## src/rtl/time_set_pkg.sv

```systemverilog
// Shared types and constants for the MM:SS time-entry controller.
package time_set_pkg;

  typedef enum logic [2:0] {
    ST_IDLE    = 3'd0,
    ST_EDIT_MH = 3'd1,
    ST_EDIT_ML = 3'd2,
    ST_EDIT_SH = 3'd3,
    ST_EDIT_SL = 3'd4,
    ST_COMMIT  = 3'd5
  } state_e;

  localparam logic [3:0] MH_MAX = 4'd5;
  localparam logic [3:0] ML_MAX = 4'd9;
  localparam logic [3:0] SH_MAX = 4'd5;
  localparam logic [3:0] SL_MAX = 4'd9;

  localparam int BIT_MH = 3;
  localparam int BIT_ML = 2;
  localparam int BIT_SH = 1;
  localparam int BIT_SL = 0;

  // Wraps to 0 at the limit; an out-of-range value also lands on 0.
  function automatic logic [3:0] digit_inc(input logic [3:0] d, input logic [3:0] max);
    return (d >= max) ? 4'd0 : d + 4'd1;
  endfunction

  function automatic logic [3:0] digit_clamp(input logic [3:0] d, input logic [3:0] max);
    return (d > max) ? 4'd0 : d;
  endfunction

  function automatic logic is_edit(input state_e s);
    return (s == ST_EDIT_MH) || (s == ST_EDIT_ML) || (s == ST_EDIT_SH) || (s == ST_EDIT_SL);
  endfunction

endpackage

```

## src/rtl/btn_debounce.sv

```systemverilog
// Push-button front end: 2-flop synchroniser, debounce counter, rising-edge press pulse.
// The accepted level is exported only when TIMESET_AUTOREPEAT_EN is defined.
module btn_debounce #(
  parameter int DEBOUNCE_CYCLES = 1000000
) (
  input  logic clk,
  input  logic rst_n,
  input  logic btn_raw,
  output logic press
`ifdef TIMESET_AUTOREPEAT_EN
  ,
  output logic level
`endif
);

  localparam int CW = (DEBOUNCE_CYCLES > 1) ? $clog2(DEBOUNCE_CYCLES) : 1;

  logic          sync1_q, sync1_d;
  logic          sync2_q, sync2_d;
  logic [CW-1:0] cnt_q, cnt_d;
  logic          stable_q, stable_d;
  logic          stable_dly_q, stable_dly_d;
  logic          press_q, press_d;

  always_ff @(posedge clk or negedge rst_n) begin
    if (!rst_n) begin
      sync1_q      <= 1'b0;
      sync2_q      <= 1'b0;
      cnt_q        <= '0;
      stable_q     <= 1'b0;
      stable_dly_q <= 1'b0;
      press_q      <= 1'b0;
    end else begin
      sync1_q      <= sync1_d;
      sync2_q      <= sync2_d;
      cnt_q        <= cnt_d;
      stable_q     <= stable_d;
      stable_dly_q <= stable_dly_d;
      press_q      <= press_d;
    end
  end

  // The counter only runs while the synchronised level disagrees with the
  // accepted one, so any bounce back to the old level restarts it from 0.
  always_comb begin
    sync1_d  = btn_raw;
    sync2_d  = sync1_q;
    stable_d = stable_q;
    cnt_d    = '0;
    if (sync2_q != stable_q) begin
      if (cnt_q == CW'(DEBOUNCE_CYCLES - 1)) begin
        stable_d = sync2_q;
      end else begin
        cnt_d = cnt_q + 1'b1;
      end
    end
    stable_dly_d = stable_q;
    press_d      = stable_q & ~stable_dly_q;
  end

  assign press = press_q;
`ifdef TIMESET_AUTOREPEAT_EN
  assign level = stable_q;
`endif

endmodule

```

## src/rtl/time_set_ctrl.sv

```systemverilog
// Button-driven MM:SS entry: digit-select FSM, shadow set_* digits, load strobe, blink mask.
// Optional hold-to-repeat increment is enabled by defining TIMESET_AUTOREPEAT_EN.
module time_set_ctrl
  import time_set_pkg::*;
#(
  parameter int DEBOUNCE_CYCLES = 1000000,
  parameter int BLINK_CYCLES    = 25000000
`ifdef TIMESET_AUTOREPEAT_EN
  ,
  parameter int REPEAT_CYCLES   = 12500000
`endif
) (
  input  logic       clk,
  input  logic       rst_n,
  input  logic       btn_mode,
  input  logic       btn_inc,
  input  logic [3:0] cur_min_hi,
  input  logic [3:0] cur_min_lo,
  input  logic [3:0] cur_sec_hi,
  input  logic [3:0] cur_sec_lo,
  output logic [3:0] set_min_hi,
  output logic [3:0] set_min_lo,
  output logic [3:0] set_sec_hi,
  output logic [3:0] set_sec_lo,
  output logic       load,
  output logic       editing,
  output logic [3:0] blink_mask
);

  localparam int BW = (BLINK_CYCLES > 1) ? $clog2(BLINK_CYCLES) : 1;

  logic mode_press, inc_press, inc_fire;

  state_e        state_q, state_d;
  logic [3:0]    mh_q, mh_d, ml_q, ml_d, sh_q, sh_d, sl_q, sl_d;
  logic          editing_q, editing_d;
  logic          load_q, load_d;
  logic          phase_q, phase_d;
  logic [BW-1:0] blink_cnt_q, blink_cnt_d;

`ifdef TIMESET_AUTOREPEAT_EN
  localparam int RW = (REPEAT_CYCLES > 1) ? $clog2(REPEAT_CYCLES) : 1;
  logic          mode_level, inc_level, rep_fire;
  logic [RW-1:0] rep_cnt_q, rep_cnt_d;

  btn_debounce #(.DEBOUNCE_CYCLES(DEBOUNCE_CYCLES)) u_mode_db (
    .clk(clk), .rst_n(rst_n), .btn_raw(btn_mode), .press(mode_press), .level(mode_level)
  );
  btn_debounce #(.DEBOUNCE_CYCLES(DEBOUNCE_CYCLES)) u_inc_db (
    .clk(clk), .rst_n(rst_n), .btn_raw(btn_inc), .press(inc_press), .level(inc_level)
  );

  always_ff @(posedge clk or negedge rst_n) begin
    if (!rst_n) rep_cnt_q <= '0;
    else        rep_cnt_q <= rep_cnt_d;
  end

  // Repeat period is measured from the press pulse; a state change, a
  // release, or a held mode button all restart it.
  always_comb begin
    rep_cnt_d = '0;
    rep_fire  = 1'b0;
    if (is_edit(state_q) && inc_level && !mode_level && !inc_press && (state_d == state_q)) begin
      if (rep_cnt_q == RW'(REPEAT_CYCLES - 1)) begin
        rep_fire = 1'b1;
      end else begin
        rep_cnt_d = rep_cnt_q + 1'b1;
      end
    end
  end

  assign inc_fire = (inc_press | rep_fire) & ~mode_press;
`else
  btn_debounce #(.DEBOUNCE_CYCLES(DEBOUNCE_CYCLES)) u_mode_db (
    .clk(clk), .rst_n(rst_n), .btn_raw(btn_mode), .press(mode_press)
  );
  btn_debounce #(.DEBOUNCE_CYCLES(DEBOUNCE_CYCLES)) u_inc_db (
    .clk(clk), .rst_n(rst_n), .btn_raw(btn_inc), .press(inc_press)
  );

  assign inc_fire = inc_press & ~mode_press;
`endif

  always_ff @(posedge clk or negedge rst_n) begin
    if (!rst_n) begin
      state_q     <= ST_IDLE;
      mh_q        <= 4'd0;
      ml_q        <= 4'd0;
      sh_q        <= 4'd0;
      sl_q        <= 4'd0;
      editing_q   <= 1'b0;
      load_q      <= 1'b0;
      phase_q     <= 1'b0;
      blink_cnt_q <= '0;
    end else begin
      state_q     <= state_d;
      mh_q        <= mh_d;
      ml_q        <= ml_d;
      sh_q        <= sh_d;
      sl_q        <= sl_d;
      editing_q   <= editing_d;
      load_q      <= load_d;
      phase_q     <= phase_d;
      blink_cnt_q <= blink_cnt_d;
    end
  end

  always_comb begin
    state_d = state_q;
    unique case (state_q)
      ST_IDLE:    if (mode_press) state_d = ST_EDIT_MH;
      ST_EDIT_MH: if (mode_press) state_d = ST_EDIT_ML;
      ST_EDIT_ML: if (mode_press) state_d = ST_EDIT_SH;
      ST_EDIT_SH: if (mode_press) state_d = ST_EDIT_SL;
      ST_EDIT_SL: if (mode_press) state_d = ST_COMMIT;
      ST_COMMIT:  state_d = ST_IDLE;
      default:    state_d = ST_IDLE;
    endcase
  end

  always_comb begin
    mh_d        = mh_q;
    ml_d        = ml_q;
    sh_d        = sh_q;
    sl_d        = sl_q;
    phase_d     = phase_q;
    blink_cnt_d = blink_cnt_q;

    if ((state_q == ST_IDLE) && mode_press) begin
      mh_d = digit_clamp(cur_min_hi, MH_MAX);
      ml_d = digit_clamp(cur_min_lo, ML_MAX);
      sh_d = digit_clamp(cur_sec_hi, SH_MAX);
      sl_d = digit_clamp(cur_sec_lo, SL_MAX);
    end else if (inc_fire) begin
      case (state_q)
        ST_EDIT_MH: mh_d = digit_inc(mh_q, MH_MAX);
        ST_EDIT_ML: ml_d = digit_inc(ml_q, ML_MAX);
        ST_EDIT_SH: sh_d = digit_inc(sh_q, SH_MAX);
        ST_EDIT_SL: sl_d = digit_inc(sl_q, SL_MAX);
        default: ;
      endcase
    end

    // Restarting the phase on an increment keeps the fresh value visible.
    if (((state_q == ST_IDLE) && mode_press) || (inc_fire && is_edit(state_q))) begin
      phase_d     = 1'b0;
      blink_cnt_d = '0;
    end else if (is_edit(state_q)) begin
      if (blink_cnt_q == BW'(BLINK_CYCLES - 1)) begin
        phase_d     = ~phase_q;
        blink_cnt_d = '0;
      end else begin
        blink_cnt_d = blink_cnt_q + 1'b1;
      end
    end else begin
      phase_d     = 1'b0;
      blink_cnt_d = '0;
    end

    editing_d = is_edit(state_d);
    load_d    = (state_d == ST_COMMIT);
  end

  always_comb begin
    blink_mask = 4'b0000;
    if (phase_q) begin
      case (state_q)
        ST_EDIT_MH: blink_mask[BIT_MH] = 1'b1;
        ST_EDIT_ML: blink_mask[BIT_ML] = 1'b1;
        ST_EDIT_SH: blink_mask[BIT_SH] = 1'b1;
        ST_EDIT_SL: blink_mask[BIT_SL] = 1'b1;
        default: ;
      endcase
    end
  end

  assign set_min_hi = mh_q;
  assign set_min_lo = ml_q;
  assign set_sec_hi = sh_q;
  assign set_sec_lo = sl_q;
  assign load       = load_q;
  assign editing    = editing_q;

endmodule

```

## config.mk

```make
export PLATFORM = sky130hd
export DESIGN_NAME = time_set_ctrl
export DESIGN_NICKNAME = d
export VERILOG_FILES = /design/src/rtl/time_set_pkg.sv /design/src/rtl/btn_debounce.sv /design/src/rtl/time_set_ctrl.sv
export SDC_FILE = /design/constraint.sdc
export NUM_CORES = 1
export LEC_CHECK = 0
export BUFFER_PORTS_ARGS = -buffer_cell sky130_fd_sc_hd__buf_2
export CAP_MARGIN = 10
export CORE_MARGIN = 4
export CORE_UTILIZATION = 45
export DETAILED_ROUTE_END_ITERATION = 8
export GPL_TIMING_DRIVEN = 0
export PLACE_DENSITY = 0.68
export RECOVER_POWER = 50
export SYNTH_ARGS = -nofsm -noshare
export SYNTH_HDL_FRONTEND = slang
export SYNTH_HIERARCHICAL = 1
export SYNTH_SLANG_ARGS = --single-unit
```

## constraint.sdc

```tcl
create_clock -name clk -period 3.7 [get_ports clk]
set_input_delay 0.74 -clock clk [delete_from_list [all_inputs] [get_ports clk]]
set_output_delay 0.74 -clock clk [all_outputs]
set_load 0.005 [all_outputs]
```

-- Yosys cells after proc, flatten, opt, wreduce, memory -nomap -nowiden
Cells that the tools add are included.
- register bits: 97
- latch bits: 0
- memory bits (writable): 0
- ROM bits: 0
- bits of input ports: 20
- output and inout bits: 22
- memories: 0
- $add $sub $neg: 7
- $mul: 0
- div/mod/pow operators: 0
- $lt $le $gt $ge: 8
- equal/unequal tests: 15
- shift operators: 0
- mux-type cells: 41
- bitwise operators: 7
- reductions and logical operators: 21
- operator list (kind ; count):
    4-bit two-way mux ; 21
    20-bit two-way mux ; 4
    25-bit two-way mux ; 3
    20-bit by 1-bit adder with 20-bit output (second input constant) ; 2
    20-bit equality test (second input constant) ; 2
    25-bit by 1-bit adder with 25-bit output (second input constant) ; 1
    25-bit equality test (second input constant) ; 1
    4-bit by 1-bit adder with 4-bit output (second input constant) ; 4
    3-bit two-way mux ; 5
    3-bit case mux with 5 select lines ; 1
    3-bit by 2-bit equality test with 1-bit output (second input constant) ; 4
    2-bit AND reduction ; 6
    2-bit nonzero test ; 5
    3-bit equality test (second input constant) ; 3
    4-bit by 3-bit greater-or-equal comparator with 1-bit output (second input constant) ; 2
    4-bit greater-or-equal comparator (second input constant) ; 2
    4-bit by 3-bit > comparator with 1-bit output (second input constant) ; 2
    4-bit > comparator (second input constant) ; 2
    1-bit logical OR ; 7
    1-bit two-way mux ; 7
    3-bit by 1-bit equality test with 1-bit output (second input constant) ; 2
    1-bit NOT ; 4
    1-bit bitwise AND ; 3
    3-bit logical NOT ; 1
    3 further kinds ; 5

-- Logic depth before layout (Yosys ltp)
Gate-level depths: netlist (run 1).
- depth after elaboration: 7
- gate-level depth with buffers: 7
- mapped depth without buffers: 6

-- Cells and area by module
The synthesis (run 1) kept the hierarchy.
- by module, submodules not included (module ; instances ; cells each ; area each (um^2)):
    time_set_ctrl ; 1 ; 312 ; 2798.9
    btn_debounce ; 2 ; 109 ; 1171.1

-- Worst setup path after synthesis (run 1)
Ideal clock, no wire load.
- kind: flip-flop to flip-flop
- from: register blink_cnt_q[0]
- to: register blink_cnt_q[2]
- setup time: 0.121 ns
- data arrival time: 1.888 ns
- setup slack: 1.691 ns
- cell stages (with the launch flop): 7
- path buffers: 1
- period minus slack after synthesis: 2.009 ns
- cells stage by stage: dfrtp_1 > ha_1 > nand3_1 > or4_1 > o21bai_1 > buf_2 > nor2_1
- word-level cells in the longest chain between the ends: 4
- elaborated cells between the ends (all ways): 5
- RTL lines (item ; line ; text):
    start: declaration ; time_set_ctrl.sv:39 ; logic [BW-1:0] blink_cnt_q, blink_cnt_d;
    start signal: assignment ; time_set_ctrl.sv:104 ; blink_cnt_q <= blink_cnt_d;
    25-bit by 1-bit adder with 25-bit output or 25-bit equality test (tied branches) ; time_set_ctrl.sv:153, time_set_ctrl.sv:149 ;
    25-bit two-way mux (*) ; time_set_ctrl.sv:149 ; if (blink_cnt_q == BW'(BLINK_CYCLES - 1)) begin
    25-bit two-way mux (*) ; time_set_ctrl.sv:148 ; end else if (is_edit(state_q)) begin
    25-bit two-way mux (*) ; time_set_ctrl.sv:145 ; if (((state_q == ST_IDLE) && mode_press) || (inc_fire && is_edit(state_q))) begin
    via blink_cnt_d[2] ; time_set_ctrl.sv:39 ;
Mark *: on every way through the listed nets, which the timed path passes. The rest lies on a longest branch.
A chain may end at the register's enable or synchronous reset.

-- Worst setup path in the final report (run 1)
- from: register state_q[2]
- to: output port blink_mask[2]
- word-level cells in the longest chain between the ends: 3
- RTL lines (item ; line ; text):
    start: declaration ; time_set_ctrl.sv:34 ; state_e state_q, state_d;
    start signal: assignment ; time_set_ctrl.sv:96 ; state_q <= state_d;
    3-bit by 2-bit equality test with 1-bit output ; time_set_ctrl.sv:167 ; case (state_q)
    1-bit two-way mux ; time_set_ctrl.sv:167 ;
    4-bit two-way mux ; time_set_ctrl.sv:166 ; if (phase_q) begin
    end: declaration ; time_set_ctrl.sv:27 ; output logic [3:0] blink_mask
Every way passes these cells.

==> flow_metrics.tcl, run 1 <==
set metrics [dict create \
    synth_edf_count 0 \
    dieArea_mm2 0.0132 \
    grt_use_met1 0.211 \
    cts_buffers 9 \
    synth_commonest_cells "97 x dfrtp_1, 57 x nor2_1, 39 x nand2_1" \
    async_flop_share 1.00 \
    start_util 0.466 \
    multiInputGateArea_mm2 0.00257 \
    fillCellCount 1004 \
    required_ns 2.96 \
    core_area_mm2 0.0110 \
    rsz0062_at_grt "false" \
    reg2reg_depth 6 \
    grt_pass1_vias 3938 \
    slew_headroom -0.0260 \
    nets 618 \
    hold_start "u_inc_db/sync1_q" \
    dr.pass1.iters 5 \
    min_path_cells 0 \
    hold_class "register to register" \
    num_vias 4142 \
    r2r-end "set_sec_lo[0]" \
    seq_area_mm2 0.00243 \
    synth_cell_types 52 \
    min_to "u_inc_db/sync2_q" \
    via_per_inst 5.69 \
    setup_viol 0 \
    period_needed_ns 2.57 \
    cts_max_level 3 \
    ant_nets 0 \
    clockRootBuffer "clkbuf_16" \
    grt_overflow 0 \
    powerDensity_mw_per_mm2 357 \
    avgRoutedWirePerCell_um 14.6 \
    grt_util_met3 0.0553 \
    netlist_instances 530 \
    drt-total-wl_mm 10.6 \
    worstPathArrival_ns 1.83 \
    dpl.hpwl_mm 7.47 \
    grtUsageTotal 0.168 \
    die_width_um 115 \
    synthFlopType "dfrtp_1" \
    cts.sinks 97 \
    violations "max-capacitance violations, max-slew violations" \
    gp_congestion 0.911 \
    hold_violations 0 \
    worstPathMaxFanout 10 \
    tns_ns 0 \
    synth_area_mm2 0.00514 \
    irDropWorstVdd_mv 0.302 \
    rows 38 \
    startpoint_type "register" \
    clk_latency_ns 0.35 \
    instances_no_fill 728 \
    clkTransAtPathRegs_ns 0.07 \
    clockBufferDepth 2 \
    portBuffers 41 \
    post_cts_buffers 0 \
    finalCritPeriodShare 0.695 \
    synth_warnings 6 \
    grt-busiest-layer "met2" \
    netlist_top_cells_area "dfrtp_1 47%, nor2_1 4.2%, ha_1 3.7%, xor2_1 3.6%, a21oi_1 3.5%" \
    antenna_found_initial 0 \
    ys_ff_latch 97 \
    outcome "complete, but fails checks" \
    placed_cells 712 \
    tightest_slew_ns 1.54 \
    drt_iter0_drc 215 \
    hold_buffers 0 \
    drive_gt1_frac 0.129 \
    fp.dieH_um 115 \
    n_antenna_cell 0 \
    cts_resized 0 \
    synth_top_area_frac 0.472 \
    grt.met2_usage 0.277 \
    yosys.area.top_type "dfrtp_1" \
    p_leak_nw 2.45 \
    grt_start_max_net_pins 74 \
    synth.most_common_cell "dfrtp_1" \
    clock_skew_ns 0.00660 \
    cap_violations 1 \
    crit_type "register to output pin" \
    avgSynthCellArea_um2 9.70 \
    rrSetupSlack_ns 1.20 \
    drc_errors 0 \
    end_kind "output pin" \
    cts_tree "yes" \
    syn_to_final_growth_pct 13.6 \
    io_pins 42 \
    grt_pass1_wl_mm 18.0 \
    rr_startpoint "state_q[2]" \
    slew_violations 25 \
    syn_nets 565 \
    synth_seq_area_share 0.472 \
    max_freq_mhz 389 \
]
sequential cells by signal (all words and copies together), names as in the netlist:
name / count
u_mode_db/press: 1
u_inc_db/sync1_q: 1
phase_q: 1
u_inc_db/stable_dly_d: 1
u_mode_db/sync1_q: 1
set_min_hi: 4
u_inc_db/press: 1
u_inc_db/sync2_q: 1
u_inc_db/cnt_q: 20
u_mode_db/sync2_q: 1
set_min_lo: 4
set_sec_lo: 4
blink_cnt_q: 25
u_mode_db/cnt_q: 20
set_sec_hi: 4
load: 1
u_inc_db/stable_dly_q: 1
u_mode_db/stable_dly_q: 1
u_mode_db/stable_dly_d: 1
state_q: 3
editing: 1
metal layers:
layer / routed length (µm) / part of all wire
met5: 0 / 0
met4: 123 / 0.012
met3: 600 / 0.056
met2: 5100 / 0.48
met1: 4820 / 0.45
per-stage QoR:
| stage | util | instance area (µm²) | hold slack [ns] | worst slack (ns) | power [W] |
|---|---|---|---|---|---|
| 6_report | 0.530 | 5840 | 0.351 | 1.13 | 0.00208 |
| 5_1_grt | 0.530 | 5840 | 0.366 | 0.885 | 0.00216 |
| 4_1_cts | 0.530 | 5850 | 0.308 | 1.11 | 0.00212 |
| 3_5_place_dp | 0.503 | 5550 | 0.339 | 1.15 | 0.00117 |
| 3_3_place_gp | 0.501 | 5520 | 0.336 | 0.900 | 0.00117 |
| 2_1_floorplan | - | 5140 | 0.331 | 1.69 | 0.00112 |
how the worst max path moves through the flow:
| stage | start | endpoint | slack, ns | cells after the start |
|---|---|---|---|---|
| detailed placement | state_q[2] | set_sec_hi[1] | 1.15 | 6 |
| finish | state_q[2] | blink_mask[2] | 1.13 | 5 |
| floorplan | blink_cnt_q[0] | blink_cnt_q[2] | 1.69 | 6 |
| global route | state_q[2] | set_sec_hi[1] | 0.89 | 6 |
| CTS | state_q[2] | blink_mask[2] | 1.11 | 5 |
| global placement | rst_n | u_inc_db/cnt_q[11] | 0.90 | 1 |
cell type report:
| cell class | count | area share |
|---|---|---|
| Tap cell | 140 | 0.0300 |
| Buffer | 20 | 0.0150 |
| Timing Repair Buffer | 42 | 0.0396 |
| Clock inverter | 6 | 0.0111 |
| Inverter | 15 | 0.00964 |
| Multi-Input combinational cell | 398 | 0.440 |
| Clock buffer | 10 | 0.0392 |
| Sequential cell | 97 | 0.416 |
layout by cell type (no fill, tap or decap), types with 6 or more instances in the layout:
cell,Yosys,layout
o21ai_1,6,6
clkbuf_16,0,9
nand4_1,6,6
xnor2_1,19,19
clkbuf_1,10,12
or4_1,18,18
nor4b_1,6,6
buf_2,10,50
inv_1,15,15
nand4b_1,6,6
a21oi_1,36,36
and3_1,11,11
and4_1,9,9
xor2_1,21,21
nand2b_1,8,8
o21ai_0,19,19
nand2_1,39,39
ha_1,15,15
nor4_1,10,10
o31ai_1,12,12
nand3_1,27,27
or3_1,18,18
dfrtp_1,97,97
nor3_1,7,7
nor2_1,57,57
critical path, stage by stage (launching register included):
cell	delay, ns
dfrtp_1	0.36
clkbuf_1	0.19
clkbuf_1	0.25
nand2b_1	0.23
nor3b_1	0.29
buf_2	0.17
kinds of logic after synthesis:
| kind of cell | after synthesis | share of synthesized area |
|---|---|---|
| compound gates | 95 | 0.119 |
| buf+inv | 35 | 0.0280 |
| fa+ha+maj | 15 | 0.0365 |
| simple gates | 244 | 0.268 |
| flops | 97 | 0.472 |
| xor+xnor | 40 | 0.0681 |
| mux | 4 | 0.00852 |
power by group:
group | internal [W] | switching [W] | leakage [nW]
registers | 0.00107 | 0.00000932 | 1.30
clock network | 0.000527 | 0.000406 | 0.143
logic | 0.0000260 | 0.0000448 | 1.01
No activity file was read; power rests on OpenSTA's default activity.
==> run 2: changes to the inputs <==
--- a/config.mk
+++ b/config.mk
@@ -5,6 +5,7 @@
 export SDC_FILE = /design/constraint.sdc
 export NUM_CORES = 1
 export LEC_CHECK = 0
+export ABC_AREA = 1
 export BUFFER_PORTS_ARGS = -buffer_cell sky130_fd_sc_hd__buf_2
 export CAP_MARGIN = 10
 export CORE_MARGIN = 4
==> constraint.sdc (replaced) <==
create_clock -name clk -period 2.4 [get_ports clk]
set_input_delay 0.48 -clock clk [delete_from_list [all_inputs] [get_ports clk]]
set_output_delay 0.48 -clock clk [all_outputs]
set_load 0.005 [all_outputs]
==> flow_metrics.tcl, run 2 <==
set metrics [dict create \
    grt_pass1_wl_mm 20.4 \
    avgRoutedWirePerCell_um 12.1 \
    clkTransAtPathRegs_ns 0.07 \
    worst_path_max_delay_cell "dfrtp_1" \
    avgSynthCellArea_um2 7.73 \
    synth_warnings 6 \
    cap_violations 0 \
    synth_commonest_cells "154 x nor2_1, 137 x nand2_1, 97 x dfrtp_1" \
    cts_resized 0 \
    synth_cell_types 30 \
    nets 812 \
    crit_top_cell "nor2_1" \
    largest_register_ffs 25 \
    rows 40 \
    crit_chain "nor2_1, nand2_2, nor2_1, buf_2" \
    clk_latency_ns 0.35 \
    finalCritPeriodShare 0.806 \
    worstPathMaxFanout 7 \
    io_pins 42 \
    cts_max_level 3 \
    startpoint_type "register" \
    start_util 0.462 \
    hold_class "primary input to register" \
    grt_pass1_vias 4618 \
    synth_edf_count 0 \
    final_util 0.523 \
    clockRootBuffer "clkbuf_16" \
    rsz0062_at_grt "false" \
    cts_tree "yes" \
    powerDensity_mw_per_mm2 520 \
    slew_headroom 0.291 \
    irDropWorstVdd_mv 0.551 \
    stdcell_area_mm2 0.00633 \
    n_antenna_cell 0 \
    slowest_delay_ns 0.44 \
    ys_ff_latch 97 \
    period_needed_ns 1.93 \
    drt-total-wl_mm 11.5 \
    drive_gt1_frac 0.169 \
    gp_congestion 0.879 \
    dr.pass1.iters 7 \
    grt_use_met1 0.221 \
    grt-busiest-layer "met2" \
    hold_buffers 0 \
    antenna_found_initial 0 \
    core_area_mm2 0.0121 \
    netlist_top_cells_area "dfrtp_1 43%, nor2_1 10%, nand2_1 9.2%, inv_1 5.3%, nand3_1 5.1%" \
    grt.met2_usage 0.284 \
    drc_errors 0 \
    clockBufferDepth 2 \
    synth_area_mm2 0.00560 \
    via_per_inst 4.91 \
    end_kind "output pin" \
    syn_nets 759 \
    die_width_um 120 \
    synthFlopType "dfrtp_1" \
    tightest_slew_ns 1.06 \
    synth.most_common_cell "nor2_1" \
    fp.dieH_um 120 \
    grtUsageTotal 0.171 \
    clock_skew_ns 0.00836 \
    ant_nets 0 \
    worstPathArrival_ns 1.45 \
    async_flop_share 1.00 \
    grt_util_met3 0.0438 \
    synth_seq_area_share 0.434 \
    outcome "finished, final reports clean" \
    slew_violations 0 \
    dpl.hpwl_mm 8.66 \
    synth_top_area_frac 0.434 \
    dieArea_mm2 0.0143 \
    crit_type "register to output pin" \
    post_cts_buffers 0 \
    setup_viol 0 \
    syn_to_final_growth_pct 13.1 \
    grt_overflow 0 \
    max_freq_mhz 517 \
    cts.sinks 97 \
    final_common_cell "nor2_1" \
    mostFrequentLayoutCells "155 x nor2_1, 137 x nand2_1, 97 x dfrtp_1" \
    hold_violations 0 \
    p_leak_nw 2.77 \
    required_ns 1.92 \
    placed_area_mm2 0.00604 \
    num_vias 4665 \
    power_w 0.00329 \
    cts_buffers 9 \
    regMostFlops "blink_cnt_q" \
    portBuffers 41 \
    drt_iter0_drc 243 \
    top_regs "blink_cnt_q (25), u_inc_db/cnt_q (20), u_mode_db/cnt_q (20)" \
    netlist_instances 724 \
    yosys.area.top_type "dfrtp_1" \
    grt_start_max_net_pins 56 \
]
-- run 2: cell types whose count changed after synthesis, sizes merged, moves of 11 or more --
cell	delta
nor2	+134
nand2	+117
nand3	+32
or3	-18
inv	+68
o31ai	-12
a21oi	-26
or4	-18
and3	-11
-- run 2: layout make-up --
type / count / area, µm²
buffer: 3 / 23.8
clock buffer: 9 / 225
clock inverter: 7 / 93.8
fill: 1163 / 5780
inverter: 83 / 312
multi-input combinational: 541 / 2830
sequential: 97 / 2430
tap: 168 / 210
timing repair buffer: 42 / 213
-- run 2: worst max-delay path: cells and delay by family (launching register included) --
kind | cells | cell delay [ns]
flops | 1 | 0.44
buf+inv | 1 | 0.14
simple gates | 3 | 0.53
-- run 2: cell families (layout without fill, tap and decap cells) --
group | count (synthesis) | in the layout | share of synthesized area
AOI/OAI and AO/OA | 49 | 49 | 0.0485
xor gates and xnor gates | 38 | 38 | 0.0621
adders and majority gates | 15 | 15 | 0.0335
buffers and inverters | 86 | 144 | 0.0599
DFF | 97 | 97 | 0.434
and+or+nand+nor | 439 | 439 | 0.362
-- run 2: stage by stage --
| step | hold WS [ns] | setup TNS (ns) | cells | setup WS, ns |
|---|---|---|---|---|
| after CTS | 0.128 | 0 | 950 | 0.564 |
| after global placement | 0.338 | -11.14 | 933 | -0.122 |
| after detailed placement | 0.337 | 0 | 934 | 0.663 |
| after floorplan | 0.184 | 0 | 724 | 0.897 |
| after global routing | 0.215 | 0 | 950 | 0.311 |
| final | 0.239 | 0 | 950 | 0.466 |
-- run 2: routing by layer --
metal / vias up / part of all wire
met5: - / 0
met4: 0 / 0.0061
met3: 8 / 0.039
met2: 82 / 0.49
met1: 2185 / 0.46
li1: 2390 / -
-- run 2: final timing paths --
kind	from	to	slack (ns)	cells after the start
min in group asynchronous	rst_n	set_min_hi[1]	0.30	1
max	state_q[0]	blink_mask[0]	0.47	4
min	btn_mode	u_mode_db/sync1_q	0.24	1
min reg2reg	u_inc_db/sync1_q	u_inc_db/sync2_q	0.35	0
max in group asynchronous	rst_n	u_inc_db/cnt_q[4]	0.68	2
max reg2reg	blink_cnt_q[0]	blink_cnt_q[20]	0.66	9
-- run 2: where the power goes --
part	switching [W]	total (W)	internal [W]
Sequential	0.00000854	0.00165	0.00165
Combinational	0.0000633	0.0000879	0.0000246
Clock	0.000637	0.00155	0.000913
Total	0.000709	0.00329	0.00258
